===== src/rtl/spi_cal_eeprom.sv =====
// Calibration EEPROM model: 64 x 8 storage behind an oversampled mode-0 SPI slave port.
// Optional write protect input enabled by defining EEP_WRT_PROT_EN.
module spi_cal_eeprom #(
    parameter int unsigned       ADDR_W   = 6,
    parameter int unsigned       DATA_W   = 8,
    parameter logic [DATA_W-1:0] INIT_VAL = 8'h00
) (
    input  logic clk,
    input  logic rst,
    input  logic SS_n,
    input  logic SCLK,
    input  logic MOSI,
`ifdef EEP_WRT_PROT_EN
    input  logic wrt_prot,
`endif
    output logic MISO
);

    localparam int unsigned DEPTH   = 1 << ADDR_W;
    localparam int unsigned FRAME_W = 2 + ADDR_W + DATA_W;
    localparam int unsigned CNT_W   = $clog2(FRAME_W + 2);
    localparam int unsigned CNT_MAX = FRAME_W + 1;

    typedef enum logic [1:0] {
        IDLE  = 2'd0,
        SHIFT = 2'd1,
        EXEC  = 2'd2
    } state_t;

    state_t state, state_nxt;

    logic ss_q1, ss_q2, ss_q3;
    logic sclk_q1, sclk_q2, sclk_q3;
    logic mosi_q1, mosi_q2;

    logic [FRAME_W-1:0] rx_shft;
    logic [FRAME_W-1:0] tx_shft;
    logic [CNT_W-1:0]   cnt;
    logic [DATA_W-1:0]  rd_buf;
    logic [DATA_W-1:0]  mem [DEPTH];

    logic ss_fall, ss_rise, sclk_rise, sclk_fall;
    logic load_tx, sh_in, sh_out, do_wr, do_rd;
    logic wr_block;

    logic [1:0]        rx_op;
    logic [ADDR_W-1:0] rx_addr;
    logic [DATA_W-1:0] rx_data;

    assign rx_op   = rx_shft[FRAME_W-1 -: 2];
    assign rx_addr = rx_shft[DATA_W +: ADDR_W];
    assign rx_data = rx_shft[DATA_W-1:0];

`ifdef EEP_WRT_PROT_EN
    assign wr_block = wrt_prot;
`else
    assign wr_block = 1'b0;
`endif

    // SS_n sync flops reset low so a select already held low at reset release
    // never looks like a fresh fall; only a rise followed by a new fall starts a frame.
    always_ff @(posedge clk or posedge rst) begin
        if (rst) begin
            ss_q1   <= 1'b0;
            ss_q2   <= 1'b0;
            ss_q3   <= 1'b0;
            sclk_q1 <= 1'b0;
            sclk_q2 <= 1'b0;
            sclk_q3 <= 1'b0;
            mosi_q1 <= 1'b0;
            mosi_q2 <= 1'b0;
        end else begin
            ss_q1   <= SS_n;
            ss_q2   <= ss_q1;
            ss_q3   <= ss_q2;
            sclk_q1 <= SCLK;
            sclk_q2 <= sclk_q1;
            sclk_q3 <= sclk_q2;
            mosi_q1 <= MOSI;
            mosi_q2 <= mosi_q1;
        end
    end

    assign ss_fall   =  ss_q3   & ~ss_q2;
    assign ss_rise   = ~ss_q3   &  ss_q2;
    assign sclk_rise = ~sclk_q3 &  sclk_q2;
    assign sclk_fall =  sclk_q3 & ~sclk_q2;

    always_ff @(posedge clk or posedge rst) begin
        if (rst) begin
            state <= IDLE;
        end else begin
            state <= state_nxt;
        end
    end

    always_comb begin
        state_nxt = state;
        case (state)
            IDLE:    if (ss_fall) state_nxt = SHIFT;
            SHIFT:   if (ss_rise) state_nxt = EXEC;
            EXEC:    state_nxt = IDLE;
            default: state_nxt = IDLE;
        endcase
    end

    // Deselect wins over a coincident SCLK edge; only exact-length frames execute.
    always_comb begin
        load_tx = 1'b0;
        sh_in   = 1'b0;
        sh_out  = 1'b0;
        do_wr   = 1'b0;
        do_rd   = 1'b0;
        case (state)
            IDLE:  load_tx = ss_fall;
            SHIFT: begin
                if (!ss_rise) begin
                    sh_in  = sclk_rise;
                    sh_out = sclk_fall;
                end
            end
            EXEC: begin
                if (cnt == CNT_W'(FRAME_W)) begin
                    do_wr = (rx_op == 2'b01) && !wr_block;
                    do_rd = (rx_op == 2'b00);
                end
            end
            default: ;
        endcase
    end

    always_ff @(posedge clk or posedge rst) begin
        if (rst) begin
            rx_shft <= '0;
            tx_shft <= '0;
            cnt     <= '0;
            rd_buf  <= '0;
            MISO    <= 1'b0;
        end else begin
            if (load_tx) begin
                cnt     <= '0;
                tx_shft <= FRAME_W'(rd_buf);
            end
            if (sh_in) begin
                rx_shft <= {rx_shft[FRAME_W-2:0], mosi_q2};
                if (cnt != CNT_W'(CNT_MAX)) begin
                    cnt <= cnt + CNT_W'(1);
                end
            end
            if (sh_out) begin
                tx_shft <= {tx_shft[FRAME_W-2:0], 1'b0};
            end
            if (do_rd) begin
                rd_buf <= mem[rx_addr];
            end
            MISO <= ~ss_q2 & tx_shft[FRAME_W-1];
        end
    end

    // Storage array; every location returns to INIT_VAL on reset.
    always_ff @(posedge clk or posedge rst) begin
        if (rst) begin
            for (int unsigned i = 0; i < DEPTH; i++) begin
                mem[i] <= INIT_VAL;
            end
        end else if (do_wr) begin
            mem[rx_addr] <= rx_data;
        end
    end

endmodule


===== config.mk =====
export PLATFORM = sky130hd
export DESIGN_NAME = spi_cal_eeprom
export DESIGN_NICKNAME = d
export VERILOG_FILES = /design/src/rtl/spi_cal_eeprom.sv
export SDC_FILE = /design/constraint.sdc
export NUM_CORES = 1
export LEC_CHECK = 0
export CAP_MARGIN = 15
export CORE_UTILIZATION = 40
export CTS_BUF_LIST = sky130_fd_sc_hd__clkbuf_4
export DETAILED_ROUTE_END_ITERATION = 8
export GPL_TIMING_DRIVEN = 1
export SLEW_MARGIN = 0
export SYNTH_ARGS = -nofsm -noshare
export SYNTH_HDL_FRONTEND = slang
export SYNTH_SLANG_ARGS = --single-unit

===== constraint.sdc =====
create_clock -name clk -period 46.1 [get_ports clk]
set_clock_uncertainty 0.15 [all_clocks]
set_input_delay 6.915 -clock clk [delete_from_list [all_inputs] [get_ports clk]]
set_output_delay 6.915 -clock clk [all_outputs]
set_load 0.01 [all_outputs]

==> out/summary.txt <==
status: completed
total track usage: 22.48%
Yosys reg bits: 568
Worst-Margin Slew: 1.181 ns
Setup TNS Final: 0 ns
Root Buffer Master: clkbuf_4
Synth cell types: 50
Clock power frac: 42.1%
Starting Density: 40.47%
Routed Antenna Nets: 0
Fillers: 5,885
startpoint types: primary input
DR pass1 iterations: 7
Die ar.: 0.06483 mm2
DR iter-0 viols: 1,125
Synth Instances: 1,879
syn_area_per_cell: 13.58 um2
IO Port Bufs: 5
worst setup margin: 36.43 ns
# setup viols final: 0
Max Slew Vio Count: 0
Worst Path Class, Setup: primary input to asynchronous set/reset pin
ranking of synthesized cells by area: dfrtp_1 (56%), mux2_2 (24%), mux2i_1 (3.6%)
sequential-to-total area share from yosys stat: 55.68%
largest net degree at the start of global routing: 118
initial antenna violation count: 2
CTS H-tree depth: 4
Tmin final: 9.669 ns
Final HPWL DP: 42,780 um
drt drc: 0
Crit path required time: 46.93 ns
Via Count: 16,619
Die X: 254.6 um
Synth area leader: dfrtp_1
unrepaired setup endpoints after global routing: false
Post-Syn Area: 0.02553 mm2
hold buffer count at cts: 0
detailed-route wire length: 70,420 um
nets@finish: 1,954
drt wl/cell: 24.30 um
total of max-cap violations: 0
DP Area: 0.02645 mm2
vias in the first global route: 17,302
CP Data Arrival Time: 10.50 ns
global-route wire length before repair: 107,700 um
Worst Path Max Fanout: 97
CTS clock-pin slew for the worst setup and hold paths: 0.05 ns
Crit. End Element: asynchronous set/reset pin
post_cts resized: 0
Synth top area share: 55.68%
Hold WC Path Type: register to register
Clock Path Buffers: 3
Die Ht: 254.6 um
ys flop type: dfrtp_1
Rows: 92
Comb pwr share: 7.9%
total congestion overflow: 0
cell-internal power: 0.7377 mW
boundary pin count: 6
final worst path period share: 20.97%
Rel. slew slack: 21.27%
Fin. Hold Viols: 0
total setup buffers inserted after CTS: 0
vias per inst: 5.735
sequential power share: 50.0%
Max Freq: 0.1034 GHz
clock buffer count from CTS: 152
VDD IR max: 19.28 uV
P&R area growth vs syn: 10.80%
clock sinks: 568
layout cells sized above 1: 43.05%
RD Place Congestion: 0.8998
async set-reset flop share out of synthesis: 100.0%
Leak Pwr: 13.49 nW
EDFF count, synth: 0
Sw Share: 27.54%
syn nets: 1,887
Final Cell Area: 0.02828 mm2
Worst-Skew Late Latency: 1.00 ns
CTS tree: done
pwr dens: 36.00 mW/mm2
pre-CTS setup slack: 35.29 ns
Core Region: 0.06308 mm2
Net Sw Power: 0.2804 mW
Synth warnings: 0
==> power groups by stage <==
stage / Clock [mW] / Sequential (mW) / Combinational, mW
2_1_floorplan: 0 / 0.514 / 0.0520
3_3_place_gp: 0 / 0.518 / 0.0778
3_5_place_dp: 0 / 0.519 / 0.0810
4_1_cts: 0.442 / 0.509 / 0.0811
5_1_grt: 0.471 / 0.510 / 0.0865
6_report: 0.429 / 0.509 / 0.0800
==> synth_stat cells (6+ instances only) <==
cell      instances
a22oi_1          41
and2_1            9
dfrtp_1         568
nand2_1         128
a221oi_1         53
buf_1            12
clkbuf_1         90
a22o_1            6
buf_2            23
a31oi_1          13
nor3_1            6
nand3_1          17
nor3b_1           6
o21ai_0          48
mux2i_1          92
nor2_1           59
nor2b_1          11
o22ai_1          22
mux2_2          546
mux4_2           37
a21oi_1          24
==> routing by layer <==
metal	part of all wire, %	global-route usage (%)
met5	0	0
met3	5.8	5.246
met1	45	30.62
met4	2.6	9.068
met2	46	34.61
==> through the flow <==
step	hold slack, ns	cells	util (%)	power (mW)
after floorplan	0.1812	1879	-	0.5658
after global placement	0.1979	2638	41.93	0.5961
after detailed placement	0.1903	2638	41.93	0.5995
after CTS	0.2123	2890	44.81	1.032
after global routing	0.2174	2897	44.83	1.067
final	0.2073	2898	44.84	1.018
==> critical path: stages <==
cell and delay, ns:
clkdlybuf4s50_1 0.50, inv_8 0.45, buf_4 0.81, buf_4 0.82, buf_4 0.82
==> cell type report <==
type | count | area (um2) | share of cell area, %
tap | 846 | 1059 | 3.743
clock inverter | 23 | 93.84 | 0.3318
antenna | 8 | 20.02 | 0.07078
clock buffer | 229 | 1719 | 6.078
inverter | 7 | 33.78 | 0.1194
sequential | 568 | 14230 | 50.32
multi-input combinational | 1175 | 10790 | 38.13
timing repair buffer | 42 | 340.3 | 1.203
==> final timing paths <==
check                       startpoint        to  slack (ns)  cells past startpoint
hold reg to reg                  ss_q1     ss_q2        0.21                      0
max in group clk                  MISO      MISO       37.23                      1
hold / removal                   ss_q1     ss_q2        0.21                      0
setup / recovery                   rst  mem[290]       36.43                      5
setup reg to reg           rx_shft[10]   mem[86]       41.93                      6
min in group asynchronous          rst   mem[59]        6.27                      2
==> sequential cells by signal, summed over array words and instances, names as in the netlist <==
register,count
ss_q2,1
rx_shft,16
cnt,5
ss_q3,1
ss_q1,1
sclk_q3,1
sclk_q2,1
state,2
mosi_q1,1
mem,512
rd_buf,8
sclk_q1,1
MISO,1
tx_shft,16
mosi_q2,1
==> cell families after synthesis <==
family | Yosys count | synth area share, %
xor+xnor | 1 | 0.03432
fa+ha+maj | 3 | 0.1471
simple gates | 263 | 4.603
compound gates | 233 | 6.402
mux | 675 | 30.96
buf+inv | 136 | 2.171
flops | 568 | 55.68
==> layout by cell type, fill, tap and decap left out, types with 5 or more instances in the layout <==
| cell | instances |
|---|---|
| diode_2 | 8 |
| and3_1 | 5 |
| clkinv_1 | 16 |
| mux2_2 | 546 |
| nand2_1 | 128 |
| dfrtp_2 | 9 |
| o22ai_1 | 22 |
| nor2b_1 | 7 |
| buf_4 | 36 |
| mux2i_1 | 92 |
| a221oi_1 | 53 |
| nor3b_1 | 5 |
| dfrtp_1 | 557 |
| a21oi_1 | 24 |
| mux4_2 | 37 |
| clkbuf_4 | 229 |
| a22o_1 | 6 |
| and2_1 | 10 |
| a31oi_1 | 13 |
| a22oi_1 | 41 |
| nand4_1 | 5 |
| nor3_1 | 6 |
| nor2_1 | 59 |
| clkdlybuf4s50_1 | 5 |
| o21ai_0 | 48 |
| inv_2 | 7 |
| nand3_1 | 17 |
(Power assumes the default switching activity.)
